===== config.mk =====
export PLATFORM = sky130hd
export DESIGN_NAME = shift_seq_ctrl
export DESIGN_NICKNAME = d
export VERILOG_FILES = /design/src/rtl/shift_seq_ctrl.sv
export SDC_FILE = /design/constraint.sdc
export NUM_CORES = 1
export LEC_CHECK = 0
export BUFFER_PORTS_ARGS = -buffer_cell sky130_fd_sc_hd__buf_4
export CAP_MARGIN = 20
export CORE_MARGIN = 1.5
export CORE_UTILIZATION = 55
export CTS_CLUSTER_SIZE = 20
export DETAILED_ROUTE_END_ITERATION = 16
export PLACE_DENSITY = 0.76
export SYNTH_ARGS = -nofsm -noshare
export SYNTH_HDL_FRONTEND = slang
export SYNTH_SLANG_ARGS = --single-unit

===== constraint.sdc =====
create_clock -name clk -period 2.95 [get_ports clk]
set_input_delay 0.1475 -clock clk [delete_from_list [all_inputs] [get_ports clk]]
set_output_delay 0.1475 -clock clk [all_outputs]
set_load 0.01 [all_outputs]

===== src/rtl/shift_seq_ctrl.sv =====
// Burst shift-register sequencer for the LED datapath.
// Prescaler-paced shifts with start/stop/pause control and parallel load.
module shift_seq_ctrl #(
    parameter int WIDTH    = 4,
    parameter int PRESCALE = 3000000,
    parameter int LEN_W    = 8
) (
    input  logic             clk,
    input  logic             rstn,
    input  logic             start,
    input  logic             stop,
    input  logic             pause,
    input  logic [LEN_W-1:0] len,
    input  logic             dir,
    input  logic             rotate,
    input  logic             sin,
    input  logic             load_en,
    input  logic [WIDTH-1:0] load_data,
    output logic [WIDTH-1:0] q,
    output logic             busy,
    output logic             step,
    output logic             done,
    output logic             aborted
);

    localparam int CW = $clog2(PRESCALE);
    localparam logic [CW-1:0] CNT_LAST = CW'(PRESCALE - 1);
    localparam logic [LEN_W-1:0] REM_ONE = LEN_W'(1);

    typedef enum logic [1:0] {
        S_IDLE,
        S_RUN,
        S_PAUSE
    } state_t;

    state_t           state_q;
    logic [WIDTH-1:0] shreg_q;
    logic [WIDTH-1:0] shift_d;
    logic [CW-1:0]    cnt_q;
    logic [LEN_W-1:0] rem_q;
    logic             dir_q;
    logic             rot_q;
    logic             busy_q;
    logic             step_q;
    logic             done_q;
    logic             abort_q;
    logic             b_in;

    // Next shifted value using the direction/rotate latched at start
    always_comb begin
        b_in    = sin;
        shift_d = shreg_q;
        if (dir_q) begin
            b_in    = rot_q ? shreg_q[0] : sin;
            shift_d = {b_in, shreg_q[WIDTH-1:1]};
        end else begin
            b_in    = rot_q ? shreg_q[WIDTH-1] : sin;
            shift_d = {shreg_q[WIDTH-2:0], b_in};
        end
    end

    // Control FSM with prescaler, burst counter and registered outputs
    always_ff @(posedge clk) begin
        if (!rstn) begin
            state_q <= S_IDLE;
            shreg_q <= '0;
            cnt_q   <= '0;
            rem_q   <= '0;
            dir_q   <= 1'b0;
            rot_q   <= 1'b0;
            busy_q  <= 1'b0;
            step_q  <= 1'b0;
            done_q  <= 1'b0;
            abort_q <= 1'b0;
        end else begin
            step_q  <= 1'b0;
            done_q  <= 1'b0;
            abort_q <= 1'b0;
            unique case (state_q)
                S_IDLE: begin
                    if (load_en) begin
                        shreg_q <= load_data;
                    end
                    if (start) begin
                        if (len != '0) begin
                            state_q <= S_RUN;
                            busy_q  <= 1'b1;
                            rem_q   <= len;
                            dir_q   <= dir;
                            rot_q   <= rotate;
                            cnt_q   <= '0;
                        end else begin
                            done_q <= 1'b1;
                        end
                    end
                end
                S_RUN, S_PAUSE: begin
                    if (stop) begin
                        // stop wins over any shift due this cycle
                        state_q <= S_IDLE;
                        busy_q  <= 1'b0;
                        abort_q <= 1'b1;
                        cnt_q   <= '0;
                        rem_q   <= '0;
                    end else if (pause) begin
                        state_q <= S_PAUSE;
                    end else begin
                        // leaving PAUSE counts in the same cycle so a
                        // pause of P cycles delays the burst by exactly P
                        state_q <= S_RUN;
                        if (cnt_q == CNT_LAST) begin
                            cnt_q   <= '0;
                            shreg_q <= shift_d;
                            step_q  <= 1'b1;
                            rem_q   <= rem_q - REM_ONE;
                            if (rem_q == REM_ONE) begin
                                state_q <= S_IDLE;
                                busy_q  <= 1'b0;
                                done_q  <= 1'b1;
                            end
                        end else begin
                            cnt_q <= cnt_q + CW'(1);
                        end
                    end
                end
                default: begin
                    state_q <= S_IDLE;
                    busy_q  <= 1'b0;
                end
            endcase
        end
    end

    assign q       = shreg_q;
    assign busy    = busy_q;
    assign step    = step_q;
    assign done    = done_q;
    assign aborted = abort_q;

endmodule


==> flow_metrics.tcl <==
set metrics [dict create \
    setup_viol 0 \
    grt_pass1_vias 2029 \
    worst_skew_pair.late_latency_ns 0.29 \
    synth_cell_type_count 46 \
    post_cts_buffers 0 \
    switching_power_uw 361 \
    critPathLaunchType "flip-flop" \
    ctsRootBufferMaster "clkbuf_8" \
    vias 2228 \
    power_density_nw_per_um2 467 \
    fin_setup_tns_ns 0 \
    hpwlAfterDp_um 3850 \
    ys.flop_type "dfxtp_1" \
    synth_enable_flop_cells 0 \
    core_um2 4090 \
    met2_usage_pct 38.6 \
    cts_buffers 5 \
    nFillCells 365 \
    min_path_type "primary input to flip-flop" \
    holdBufCountCts 0 \
    grtUsageMet3_pct 3.51 \
    synth_area_um2 2400 \
    layout.nets 347 \
    slew_viol_final 0 \
    synth_cells 299 \
    yosysMostFrequentCell "dfxtp_1" \
    std_cell_rows 23 \
    seq_area_frac_synth_pct 35.0 \
    whs_ns 0.128 \
    synth_nets 325 \
    fin_total_pwr_uw 1250 \
    p_seq_share_pct 49.9 \
    clk_pin_slew_ns 0.08 \
    syn_avg_cell_area_um2 8.03 \
    dieHeight_um 69.1 \
    detail_route.wl_per_cell_um 14.4 \
    min-delay-start "rotate" \
    totalWireLength_um 5320 \
    die_x_um 69.1 \
    worstSetupPathType "flip-flop to flip-flop" \
    cts_buffer_depth 2 \
    grt_pass1_wl_um 9250 \
    cts_tree "built" \
    fmax_mhz 420 \
    slew_headroom_pct 44.8 \
    cts_sinks 42 \
    syn_to_final_growth_pct 11.8 \
    placed_area_um2 2600 \
    grt_max_degree 23 \
    fin_util_pct 65.7 \
    drt_first_pass_iters 4 \
    fin_crit_ns 2.38 \
    viasPerCell 6.02 \
    dieArea_um2 4770 \
    gr-max-usage-layer "met2" \
    ios 29 \
    diodes 0 \
    outcome "finished, final reports clean" \
    ys_seq_elements 42 \
    required_ns 3.12 \
    power_frac_comb_pct 20.3 \
    cts_resized 0 \
    overflow 0 \
    hold_viol 0 \
    yosys-top-cells-count "dfxtp_1, a21oi_1, nor2_1" \
    antenna_found_initial 0 \
    cp.arrival_ns 2.55 \
    routabilityCongestion 0.840 \
    swShare_pct 28.8 \
    irDropWorstVdd_v 0.000290 \
    htree_levels 2 \
    maxCapViolations 0 \
    p_int_uw 894 \
    yosys.area.top_type_share_pct 35.0 \
    post-route-drc-count 0 \
    r2r-start "state_q[0]$_SDFFE_PN0P_" \
    finClkSkew_ns 0.00461 \
    power_frac_clock_pct 29.8 \
    timing_worst_slew_pin_value_ns 0.819 \
    start_util_pct 58.8 \
    endpoint_kind "flip-flop" \
    power_leakage_uw 0.000963 \
    finalCritPeriodShare_pct 80.7 \
    synthArstFlopShare_pct 0 \
    met1_usage_pct 30.6 \
    synth_area_leaders "dfxtp_1, a21oi_1, nor2_1" \
    antenna_left 0 \
    synth_area_leader_cell "dfxtp_1" \
    startpoint "state_q[0]$_SDFFE_PN0P_" \
    drtIter0Drc 140 \
    globalRouteTotalUtil_pct 23.1 \
    rsz0062_at_grt "no" \
    synth-warning-count 0 \
    worst-path-max-fanout 17 \
    stdcell_area_um2 2690 \
    io_buffer_count 28 \
    drive_gt1_share_pct 15.0 \
]
## cells by family after synthesis
group | synth area share, %
simple gates | 29.7
mux | 4.38
buf+inv | 5.78
compound gates | 18.6
fa+ha+maj | 2.61
xor+xnor | 4.01
flops | 35.0
## cell usage in the layout, fill, tap and decap left out, types with 7 or more instances in the layout
cell type	instances
inv_1	12
nor3_1	9
buf_4	31
nand3_1	19
nand2_1	23
o21ai_0	19
a21oi_1	31
dfxtp_1	42
or3_1	12
xor2_1	7
nor2_1	26
nand4_1	10
## per-stage QoR
step | setup slack (ns) | cells
final | 0.568 | 370
after global routing | 0.428 | 370
after global placement | 0.642 | 364
after floorplan | 0.733 | 299
after CTS | 0.591 | 370
after detailed placement | 0.615 | 364
## worst max-delay path: stages, from the launching register on
cell and delay, ns:
dfxtp_1 0.36, inv_1 0.06, ha_1 0.33, buf_4 0.21
nand2b_1 0.32, nor3_1 0.09, a31oi_1 0.58, mux2i_1 0.26
nor2_1 0.05
## path summary, 6_finish.rpt
check | depth (start not counted) | slack, ns | to
worst max register to register | 8 | 0.57 | q[3]$_SDFFE_PN0P_
worst max-delay path | 8 | 0.57 | q[3]$_SDFFE_PN0P_
worst min-delay path | 3 | 0.13 | rot_q$_SDFFE_PN0P_
worst min register to register | 2 | 0.50 | rem_q[5]$_SDFFE_PN0P_
## final cells by class
type	count	area (µm²)	area share (%)
flip-flops and latches	42	841	31.3
well taps	50	62.6	2.33
clock buffers	6	82.6	3.08
repair buffers	31	233	8.67
multi-input cells	229	1420	52.9
inverters	12	45.0	1.68
## sequential cells by signal, indices dropped and copies added, names as in the netlist
register	count
state_q	2
busy	1
cnt_q	22
aborted	1
dir_q	1
rot_q	1
step	1
q	4
rem_q	8
done	1
## layer usage
layer / share of wire [%] / up-vias
met5: 0 / -
met4: 1.3 / 0
met3: 3.0 / 7
met2: 47 / 38
met1: 49 / 1055
li1: - / 1128
## power by group through the flow
stage	logic (µW)	registers, µW	clock network [µW]
finish	255	627	373
floorplan	186	634	0
global placement	252	639	0
detailed placement	253	639	0
CTS	254	626	378
global route	282	631	399
Note: power is estimated with default switching activity, not from simulation.
